### config.mk
export PLATFORM = sky130hd
export DESIGN_NAME = mem_lsu
export DESIGN_NICKNAME = d
export VERILOG_FILES = /design/src/rtl/mem_lsu_pkg.sv /design/src/rtl/mem_lsu_align.sv /design/src/rtl/mem_lsu.sv
export SDC_FILE = /design/constraint.sdc
export NUM_CORES = 1
export LEC_CHECK = 0
export ABC_AREA = 1
export ABC_CLOCK_PERIOD_IN_PS = 4800
export CORE_ASPECT_RATIO = 1.2
export CORE_MARGIN = 2
export CORE_UTILIZATION = 46
export CTS_CLUSTER_SIZE = 12
export DETAILED_ROUTE_END_ITERATION = 7
export GPL_TIMING_DRIVEN = 0
export PLACE_DENSITY = 0.81
export SLEW_MARGIN = 30
export SYNTH_ARGS = -nofsm -noshare
export SYNTH_HDL_FRONTEND = slang
export SYNTH_SLANG_ARGS = --single-unit
### constraint.sdc
create_clock -name clk -period 4.8 [get_ports clk]
set_input_delay 0.96 -clock clk [delete_from_list [all_inputs] [get_ports clk]]
set_output_delay 0.96 -clock clk [all_outputs]
set_load 0.01 [all_outputs]
### src/rtl/mem_lsu_pkg.sv
// Shared opcode constants, FSM encoding and lane-select / store-replicate / load-extend helpers for the LSU.
package mem_lsu_pkg;

    localparam logic [5:0] OP_LB  = 6'b100000;
    localparam logic [5:0] OP_LH  = 6'b100001;
    localparam logic [5:0] OP_LW  = 6'b100011;
    localparam logic [5:0] OP_LBU = 6'b100100;
    localparam logic [5:0] OP_LHU = 6'b100101;
    localparam logic [5:0] OP_SB  = 6'b101000;
    localparam logic [5:0] OP_SH  = 6'b101001;
    localparam logic [5:0] OP_SW  = 6'b101011;

    typedef enum logic [1:0] {
        ST_IDLE = 2'd0,
        ST_WAIT = 2'd1,
        ST_DONE = 2'd2
    } state_t;

    function automatic logic is_load(input logic [5:0] op);
        return op inside {OP_LB, OP_LH, OP_LW, OP_LBU, OP_LHU};
    endfunction

    function automatic logic is_store(input logic [5:0] op);
        return op inside {OP_SB, OP_SH, OP_SW};
    endfunction

    function automatic logic is_byte(input logic [5:0] op);
        return op inside {OP_LB, OP_LBU, OP_SB};
    endfunction

    function automatic logic is_half(input logic [5:0] op);
        return op inside {OP_LH, OP_LHU, OP_SH};
    endfunction

    function automatic logic is_word(input logic [5:0] op);
        return op inside {OP_LW, OP_SW};
    endfunction

    function automatic logic misaligned(input logic [5:0] op, input logic [1:0] off);
        return (is_half(op) && off[0]) || (is_word(op) && (off != 2'b00));
    endfunction

    // Big-endian mirrors the byte offset: offset 0 lives in bits 31:24.
    function automatic logic [1:0] byte_lane(input logic [1:0] off, input logic be);
        return be ? ~off : off;
    endfunction

    function automatic logic half_hi(input logic [1:0] off, input logic be);
        return be ? ~off[1] : off[1];
    endfunction

    function automatic logic [3:0] lane_sel(input logic [5:0] op, input logic [1:0] off, input logic be);
        if (is_byte(op))
            return 4'b0001 << byte_lane(off, be);
        if (is_half(op))
            return half_hi(off, be) ? 4'b1100 : 4'b0011;
        return 4'b1111;
    endfunction

    function automatic logic [31:0] store_data(input logic [5:0] op, input logic [31:0] d);
        if (is_byte(op))
            return {4{d[7:0]}};
        if (is_half(op))
            return {2{d[15:0]}};
        return d;
    endfunction

    function automatic logic [31:0] load_extend(input logic [5:0] op, input logic [1:0] off,
                                                input logic be, input logic [31:0] data);
        logic [7:0]  b;
        logic [15:0] h;
        logic        sx;
        b  = data[{byte_lane(off, be), 3'b000} +: 8];
        h  = half_hi(off, be) ? data[31:16] : data[15:0];
        sx = (op == OP_LB) || (op == OP_LH);
        if (is_byte(op))
            return {{24{sx & b[7]}}, b};
        if (is_half(op))
            return {{16{sx & h[15]}}, h};
        return data;
    endfunction

endpackage

### src/rtl/mem_lsu_align.sv
// Load-data aligner: picks the addressed lane(s) of the read word and sign/zero extends.
// Purely combinational, no flow control.
module mem_lsu_align
    import mem_lsu_pkg::*;
#(
    parameter int BIG_ENDIAN = 1
) (
    input  logic [5:0]  op_i,
    input  logic [1:0]  off_i,
    input  logic [31:0] data_i,
    output logic [31:0] data_o
);

    localparam logic BE = (BIG_ENDIAN != 0);

    assign data_o = load_extend(op_i, off_i, BE, data_i);

endmodule

### src/rtl/mem_lsu.sv
// Load/store unit: IDLE->WAIT->DONE bus FSM, result one cycle after ack (or after accept for non-memory/misaligned ops).
// Holds the pipeline via stall_o while a bus access is outstanding; gives up with buserr_o after TIMEOUT wait cycles.
module mem_lsu
    import mem_lsu_pkg::*;
#(
    parameter int ADDR_W     = 32,
    parameter int BIG_ENDIAN = 1,
    parameter int TIMEOUT    = 16
) (
    input  logic              clk,
    input  logic              rst,
    input  logic              valid_i,
    input  logic [5:0]        aluop_i,
    input  logic [ADDR_W-1:0] addr_i,
    input  logic [31:0]       reg2_i,
    input  logic [4:0]        wd_i,
    input  logic              wreg_i,
    input  logic [31:0]       wdata_i,
    output logic              stall_o,
    output logic              done_o,
    output logic [4:0]        wd_o,
    output logic              wreg_o,
    output logic [31:0]       wdata_o,
    output logic              adel_o,
    output logic              ades_o,
    output logic              buserr_o,
    output logic              mem_ce_o,
    output logic              mem_we_o,
    output logic [3:0]        mem_sel_o,
    output logic [ADDR_W-1:0] mem_addr_o,
    output logic [31:0]       mem_data_o,
    input  logic [31:0]       mem_data_i,
    input  logic              mem_ack_i
);

    localparam logic       BE      = (BIG_ENDIAN != 0);
    localparam logic [7:0] TO_LAST = 8'(TIMEOUT - 1);

    state_t            state_q, state_d;
    logic [7:0]        cnt_q, cnt_d;
    logic [5:0]        op_q, op_d;
    logic [1:0]        off_q, off_d;
    logic              done_q, done_d;
    logic [4:0]        wd_q, wd_d;
    logic              wreg_q, wreg_d;
    logic [31:0]       wdata_q, wdata_d;
    logic              adel_q, adel_d;
    logic              ades_q, ades_d;
    logic              buserr_q, buserr_d;
    logic              mem_ce_q, mem_ce_d;
    logic              mem_we_q, mem_we_d;
    logic [3:0]        mem_sel_q, mem_sel_d;
    logic [ADDR_W-1:0] mem_addr_q, mem_addr_d;
    logic [31:0]       mem_data_q, mem_data_d;
    logic [31:0]       load_data;

    mem_lsu_align #(.BIG_ENDIAN(BIG_ENDIAN)) u_align (
        .op_i   (op_q),
        .off_i  (off_q),
        .data_i (mem_data_i),
        .data_o (load_data)
    );

    assign stall_o = (state_q == ST_WAIT) ||
                     ((state_q == ST_IDLE) && valid_i &&
                      (is_load(aluop_i) || is_store(aluop_i)) &&
                      !misaligned(aluop_i, addr_i[1:0]));

    always_comb begin
        state_d    = state_q;
        cnt_d      = cnt_q;
        op_d       = op_q;
        off_d      = off_q;
        done_d     = done_q;
        wd_d       = wd_q;
        wreg_d     = wreg_q;
        wdata_d    = wdata_q;
        adel_d     = adel_q;
        ades_d     = ades_q;
        buserr_d   = buserr_q;
        mem_ce_d   = mem_ce_q;
        mem_we_d   = mem_we_q;
        mem_sel_d  = mem_sel_q;
        mem_addr_d = mem_addr_q;
        mem_data_d = mem_data_q;
        case (state_q)
            ST_IDLE: begin
                if (valid_i) begin
                    op_d    = aluop_i;
                    off_d   = addr_i[1:0];
                    wd_d    = wd_i;
                    wreg_d  = wreg_i;
                    wdata_d = wdata_i;
                    if (!(is_load(aluop_i) || is_store(aluop_i))) begin
                        state_d = ST_DONE;
                        done_d  = 1'b1;
                    end else if (misaligned(aluop_i, addr_i[1:0])) begin
                        state_d = ST_DONE;
                        done_d  = 1'b1;
                        adel_d  = is_load(aluop_i);
                        ades_d  = is_store(aluop_i);
                        wreg_d  = 1'b0;
                    end else begin
                        state_d    = ST_WAIT;
                        cnt_d      = 8'd0;
                        mem_ce_d   = 1'b1;
                        mem_we_d   = is_store(aluop_i);
                        mem_sel_d  = lane_sel(aluop_i, addr_i[1:0], BE);
                        mem_addr_d = {addr_i[ADDR_W-1:2], 2'b00};
                        mem_data_d = store_data(aluop_i, reg2_i);
                    end
                end
            end
            ST_WAIT: begin
                // Ack is tested first so a same-cycle ack beats the timeout.
                if (mem_ack_i || (cnt_q == TO_LAST)) begin
                    state_d   = ST_DONE;
                    done_d    = 1'b1;
                    mem_ce_d  = 1'b0;
                    mem_we_d  = 1'b0;
                    mem_sel_d = 4'b0000;
                    if (mem_ack_i) begin
                        if (is_load(op_q))
                            wdata_d = load_data;
                    end else begin
                        buserr_d = 1'b1;
                        wreg_d   = 1'b0;
                    end
                end else begin
                    cnt_d = cnt_q + 8'd1;
                end
            end
            ST_DONE: begin
                state_d  = ST_IDLE;
                done_d   = 1'b0;
                wreg_d   = 1'b0;
                adel_d   = 1'b0;
                ades_d   = 1'b0;
                buserr_d = 1'b0;
            end
            default: state_d = ST_IDLE;
        endcase
    end

    always_ff @(posedge clk or posedge rst) begin
        if (rst) begin
            state_q    <= ST_IDLE;
            cnt_q      <= 8'd0;
            op_q       <= 6'd0;
            off_q      <= 2'd0;
            done_q     <= 1'b0;
            wd_q       <= 5'd0;
            wreg_q     <= 1'b0;
            wdata_q    <= 32'd0;
            adel_q     <= 1'b0;
            ades_q     <= 1'b0;
            buserr_q   <= 1'b0;
            mem_ce_q   <= 1'b0;
            mem_we_q   <= 1'b0;
            mem_sel_q  <= 4'd0;
            mem_addr_q <= '0;
            mem_data_q <= 32'd0;
        end else begin
            state_q    <= state_d;
            cnt_q      <= cnt_d;
            op_q       <= op_d;
            off_q      <= off_d;
            done_q     <= done_d;
            wd_q       <= wd_d;
            wreg_q     <= wreg_d;
            wdata_q    <= wdata_d;
            adel_q     <= adel_d;
            ades_q     <= ades_d;
            buserr_q   <= buserr_d;
            mem_ce_q   <= mem_ce_d;
            mem_we_q   <= mem_we_d;
            mem_sel_q  <= mem_sel_d;
            mem_addr_q <= mem_addr_d;
            mem_data_q <= mem_data_d;
        end
    end

    assign done_o     = done_q;
    assign wd_o       = wd_q;
    assign wreg_o     = wreg_q;
    assign wdata_o    = wdata_q;
    assign adel_o     = adel_q;
    assign ades_o     = ades_q;
    assign buserr_o   = buserr_q;
    assign mem_ce_o   = mem_ce_q;
    assign mem_we_o   = mem_we_q;
    assign mem_sel_o  = mem_sel_q;
    assign mem_addr_o = mem_addr_q;
    assign mem_data_o = mem_data_q;

endmodule

==> results of run 1 <==
-- cell type report --
type                       instances  area share
buffer                            54     0.02590
inverter                         107     0.03714
tap                              212     0.02408
sequential                       128      0.2908
clock inverter                    14     0.01851
timing repair buffer             255      0.2333
clock buffer                      18     0.03987
multi-input combinational        819      0.3304
-- worst reg2reg max path: stages, from the launching register on --
cell      delay, ps
dfrtp_1         410
inv_1            90
ha_1            140
buf_4           170
nand2_2         110
o21bai_4        210
a21oi_2         440
nand3_2         290
nand2_1         130
nand2_1          50
-- power breakdown --
part,switching [mW],internal [mW]
logic,1.37,1.31
clock network,0.527,0.892
registers,0.307,1.56
total,2.20,3.77
-- per-layer routing --
| metal | GRT usage | wire length (um) | up-vias |
|---|---|---|---|
| met5 | 0 | 0 | - |
| met4 | 0.1365 | 978 | 0 |
| met3 | 0.09740 | 2399 | 64 |
| met2 | 0.4975 | 11890 | 369 |
| met1 | 0.3108 | 8995 | 3607 |
| li1 | - | - | 3982 |
-- synth_stat cells --
master,n
a21oi_1,17
a21oi_2,1
buf_1,1
buf_2,26
buf_4,3
buf_6,5
clkbuf_1,18
clkbuf_2,1
clkinv_1,1
conb_1,1
dfrtp_1,128
ha_1,5
inv_1,100
inv_2,6
nand2_1,512
nand2_2,9
nand3_1,45
nand3_2,5
nand3_4,3
nand3b_1,3
nand4_1,14
nand4_2,1
nor2_1,70
nor2_2,3
nor2_4,5
nor2_8,1
nor3_1,17
nor3_4,1
nor3b_1,1
o21ai_0,54
o21ai_1,36
o21ai_2,11
o21bai_4,1
o22ai_1,1
xnor2_1,1
-- stage by stage --
| stage | instances | utilization | hold WS, ps |
|---|---|---|---|
| 6_report | 1607 | 0.6823 | 476.9 |
| 2_1_floorplan | 1108 | - | 467.3 |
| 4_1_cts | 1607 | 0.6823 | 481.5 |
| 5_1_grt | 1607 | 0.6823 | 488.5 |
| 3_3_place_gp | 1574 | 0.6403 | 461.4 |
| 3_5_place_dp | 1575 | 0.6425 | 461.4 |
-- state kept, by name, summed over array words and instances (netlist names), 2 cells and up --
| name | flops |
|---|---|
| mem_data_o | 32 |
| mem_addr_o | 30 |
| off_q | 2 |
| wd_o | 5 |
| mem_sel_o | 4 |
| op_q | 6 |
| wdata_o | 32 |
| cnt_q | 8 |
| state_q | 2 |
-- logic make-up (layout without fill, tap and decap cells) --
logic type,after synthesis,after routing,share of synthesized area
buffers and inverters,161,448,0.09127
XOR/XNOR,1,1,0.001164
other,1,2,0.0004983
AO/OA/AOI/OAI,121,121,0.08845
adder cells (fa/ha/maj),5,5,0.008313
flip-flops,128,128,0.4256
AND/OR/NAND/NOR,690,690,0.3847
-- worst max path at each step --
stage	cells after the start	end	slack, ps	from
final	9	stall_o	650	aluop_i[5]
after global routing	9	stall_o	520	aluop_i[5]
after floorplan	1	adel_o	430	rst
after global placement	2	mem_addr_o[20]	-1410	rst
after CTS	9	stall_o	640	aluop_i[5]
after detailed placement	9	stall_o	640	aluop_i[5]
==> flow_summary.json, run 1 <==
{
  "outcome": "finished clean",
  "cpLargestDelayFamily": "buffers and inverters",
  "min_path_type": "flip-flop to flip-flop",
  "first_global_vias": 7779,
  "die-area_sq_um": 17400,
  "yosysSeqAreaShare": 0.4256,
  "clock_latency_ps": 420,
  "post-route-period-util": 0.8654,
  "cts_made_buffers": 17,
  "grt_use_total": 0.2852,
  "die_y_um": 144.1,
  "setup_viol": 0,
  "crit_slowest_cell": "clkdlybuf4s50_1",
  "synth_top_area_share": 0.4256,
  "synthTopCellsByArea": "dfrtp_1 43%, nand2_1 26%, inv_1 5.0%",
  "synth_area_leader_cell": "dfrtp_1",
  "num_rows": 51,
  "drv_cap": 0,
  "pre_cts_slack_ps": 641.3,
  "numClockSinks": 128,
  "postLayoutCellArea_sq_um": 11020,
  "worst-endpoint-required_ps": 3840,
  "path_class": "input pin to primary output",
  "cts_buffer_depth": 2,
  "leakagePower_nw": 5.585,
  "htreeDepth": 4,
  "slew_violations": 0,
  "path_cells": "clkdlybuf4s50_1 -> inv_1 -> nor2_4 -> nand3_1 -> nand4_2 -> nand3_4 -> buf_2 -> nand2_1 -> clkdlybuf4s50_1",
  "min-delay-start": "wdata_o[2]",
  "drc": 0,
  "ys_ff_latch": 128,
  "tns_ps": 0,
  "antenna_found_initial": 0,
  "mostFrequentLayoutCell": "nand2_1",
  "finalNetCount": 1531,
  "worstMarginPinSlew_ps": 615.5,
  "portBuffers": 254,
  "place_area_sq_um": 10370,
  "drt_iter0_drc": 509,
  "wl_per_cell_um": 15.10,
  "final.fill_count": 1385,
  "routabilityCongestion": 0.9341,
  "finClkSkew_ps": 7.620,
  "antenna_cells": 0,
  "syn2layout_area_growth_pct": 46.37,
  "cpMostUsedCell": "clkdlybuf4s50_1",
  "syn_area_sq_um": 7526,
  "cpPeakStageDelay_ps": 540,
  "rsz0062_at_grt": "no",
  "fp.dieW_um": 120.8,
  "fin_ws_ps": 645.9,
  "worst-path-buf-inv": 4,
  "crit_path_end_kind": "primary output",
  "finalPower_mw": 5.969,
  "via_count": 8022,
  "start_util": 0.4662,
  "ys_types": 35,
  "final_cell_mix": "512 x nand2_1, 254 x clkdlybuf4s50_1, 128 x dfrtp_1, 99 x inv_1, 70 x nor2_1",
  "r2r_start": "state_q[1]",
  "drive_gt1_frac": 0.08315,
  "reg2reg_depth": 9,
  "ir_worst_vdd_mv": 0.3342,
  "powerDensity_nw_per_um2": 541.9,
  "seq_area_sq_um": 3203,
  "grt_max_degree": 83,
  "drtAntennaViolNets": 0,
  "syn_inst": 1107,
  "max-slew-margin-rel": 0.5897,
  "worstReg2RegEnd": "cnt_q[5]",
  "grt_overflow": 0,
  "multi_input_area_sq_um": 3640,
  "r2r_slack_ps": 2670,
  "hold_depth": 2,
  "hold_violations": 0,
  "drtPass1Iterations": 5,
  "cts_hold_buf": 0,
  "layout_min_cycle_time_ps": 4154,
  "postSynthAreaPerCell_sq_um": 6.799,
  "via_per_inst": 4.992,
  "holdPathEnd": "wdata_o[2]",
  "crit_arrival_ps": 3190,
  "cp_max_fo": 10,
  "startpoint_type": "input pin",
  "path_clk_slew_ps": 60,
  "drt-total-wl_um": 24260,
  "hpwlAfterDp_um": 18620,
  "io_pins": 257,
  "max_freq_ghz": 0.2407,
  "core-area_sq_um": 16140,
  "grt_pass1_wl_um": 38580,
  "cts.repair.resized": 0,
  "clock-root-buffer": "clkbuf_16",
  "post_cts_buffers": 0,
  "cts_tree": "yes",
  "ys_warn_count": 0
}
No activity file was read; power rests on OpenSTA's default activity.
==> run 2, diff against run 1 <==
--- a/config.mk
+++ b/config.mk
@@ -9,11 +9,12 @@
 export ABC_CLOCK_PERIOD_IN_PS = 4800
 export CORE_ASPECT_RATIO = 1.2
 export CORE_MARGIN = 2
-export CORE_UTILIZATION = 46
+export CORE_UTILIZATION = 48
+export CTS_BUF_LIST = sky130_fd_sc_hd__clkbuf_8
 export CTS_CLUSTER_SIZE = 12
 export DETAILED_ROUTE_END_ITERATION = 7
 export GPL_TIMING_DRIVEN = 0
-export PLACE_DENSITY = 0.81
+export PLACE_DENSITY = 0.84
 export SLEW_MARGIN = 30
 export SYNTH_ARGS = -nofsm -noshare
 export SYNTH_HDL_FRONTEND = slang
==> flow_summary.json, run 2 (synthesized netlist as in run 1, its figures left out) <==
{
  "max-slew-margin-rel": 0.5877,
  "hpwlAfterDp_um": 18480,
  "post_cts_buffers": 0,
  "hold_violations": 0,
  "met2_usage": 0.5035,
  "start_util": 0.4870,
  "setup_viol": 0,
  "startpoint_type": "input pin",
  "wl_per_cell_um": 14.82,
  "grt_max_degree": 67,
  "portBuffers": 254,
  "busiest_layer": "met2",
  "rsz0062_at_grt": "no",
  "finalPower_mw": 5.463,
  "first_global_vias": 7728,
  "use_met1": 0.3200,
  "crit_arrival_ps": 3190,
  "seq_area_sq_um": 3203,
  "max_freq_ghz": 0.2408,
  "htreeDepth": 4,
  "clock-root-buffer": "clkbuf_8",
  "fin_ws_ps": 647.7,
  "power_frac_comb": 0.492,
  "drc": 0,
  "reg2reg_depth": 9,
  "r2r_start": "state_q[1]",
  "grt_overflow": 0,
  "min-delay-start": "wdata_o[26]",
  "worstMarginPinSlew_ps": 618.4,
  "die_y_um": 141.2,
  "seq_power_share": 0.341,
  "outcome": "finished clean",
  "cts_made_buffers": 17,
  "num_rows": 50,
  "cts_tree": "yes",
  "finClkSkew_ps": 11.54,
  "path_clk_slew_ps": 70,
  "holdPathEnd": "wdata_o[26]",
  "leakagePower_nw": 5.478,
  "via_count": 8016,
  "via_per_inst": 5.004,
  "worstReg2RegEnd": "cnt_q[7]",
  "ir_worst_vdd_mv": 0.3249,
  "clkPwrFrac": 0.167,
  "drtPass1Iterations": 5,
  "power.share.switching": 0.3864,
  "r2r_slack_ps": 2690,
  "cts_hold_buf": 0,
  "drt-total-wl_um": 23740,
  "drv_cap": 0,
  "finalNetCount": 1531,
  "hold_depth": 2,
  "grt_use_total": 0.2863,
  "worst-endpoint-required_ps": 3840,
  "clock_latency_ps": 450,
  "path_class": "input pin to primary output",
  "intPower_mw": 3.352,
  "io_pins": 257,
  "drtAntennaViolNets": 0,
  "antenna_found_initial": 0,
  "min_path_type": "flip-flop to flip-flop",
  "multi_input_area_sq_um": 3640,
  "final_cell_mix": "512 x nand2_1, 254 x clkdlybuf4s50_1, 128 x dfrtp_1, 102 x inv_1, 70 x nor2_1",
  "powerDensity_nw_per_um2": 508.1,
  "p_switching_mw": 2.111,
  "timing.hold.ws_ps": 480.6,
  "die-area_sq_um": 16700,
  "cp_max_fo": 10,
  "numClockSinks": 128,
  "drive_gt1_frac": 0.08034,
  "pre_cts_slack_ps": 638.0,
  "fp.dieW_um": 118.3,
  "final.fill_count": 1295,
  "routabilityCongestion": 0.9618,
  "antenna_cells": 0,
  "mostFrequentLayoutCell": "nand2_1",
  "slew_violations": 0,
  "syn2layout_area_growth_pct": 42.84,
  "grt_pass1_wl_um": 37830,
  "core-area_sq_um": 15450,
  "grtUsageMet3": 0.08738,
  "drt_iter0_drc": 465,
  "post-route-period-util": 0.8651,
  "cts.repair.resized": 0,
  "cts_buffer_depth": 2,
  "crit_path_end_kind": "primary output",
  "layout_min_cycle_time_ps": 4152
}
-- run 2: layout make-up --
class | instances | area share
Buffer | 54 | 0.02654
Clock buffer | 19 | 0.02432
Clock inverter | 12 | 0.01129
Inverter | 107 | 0.03806
Multi-Input combinational cell | 819 | 0.3386
Sequential cell | 128 | 0.2980
Tap cell | 208 | 0.02421
Timing Repair Buffer | 255 | 0.2391
-- run 2: worst max path at each step --
stage               startpoint           to  slack [ps]
floorplan                  rst       adel_o         430
global placement           rst  wdata_o[24]       -1390
detailed placement  aluop_i[5]      stall_o         640
CTS                 aluop_i[5]      stall_o         630
global route        aluop_i[0]      stall_o         500
finish              aluop_i[5]      stall_o         650
-- run 2: power groups by stage --
stage,clock network [mW],logic [mW],registers (mW)
final,0.914,2.69,1.86
after global routing,0.972,2.95,1.92
after CTS,0.924,2.70,1.86
after detailed placement,0,2.68,1.86
after global placement,0,2.62,1.86
after floorplan,0,1.11,2.04
-- run 2: per-layer routing --
layer / wire, um / up-vias
li1: - / 3982
met1: 8747 / 3600
met2: 11790 / 371
met3: 2301 / 63
met4: 908 / 0
met5: 0 / -
-- run 2: stage by stage --
stage / cell area (sq um) / std cells / setup TNS [ps] / util
2_1_floorplan: 7530 / 1108 / 0 / -
3_3_place_gp: 10330 / 1570 / -176640 / 0.6687
3_5_place_dp: 10370 / 1571 / 0 / 0.6709
4_1_cts: 10750 / 1602 / 0 / 0.6957
5_1_grt: 10750 / 1602 / 0 / 0.6957
6_report: 10750 / 1602 / 0 / 0.6957
-- run 2: critical path, cell delays in order --
cell	delay, ps
clkdlybuf4s50_1	470
inv_1	80
nor2_4	170
nand3_1	210
nand4_2	210
nand3_4	160
buf_2	250
nand2_1	120
clkdlybuf4s50_1	550
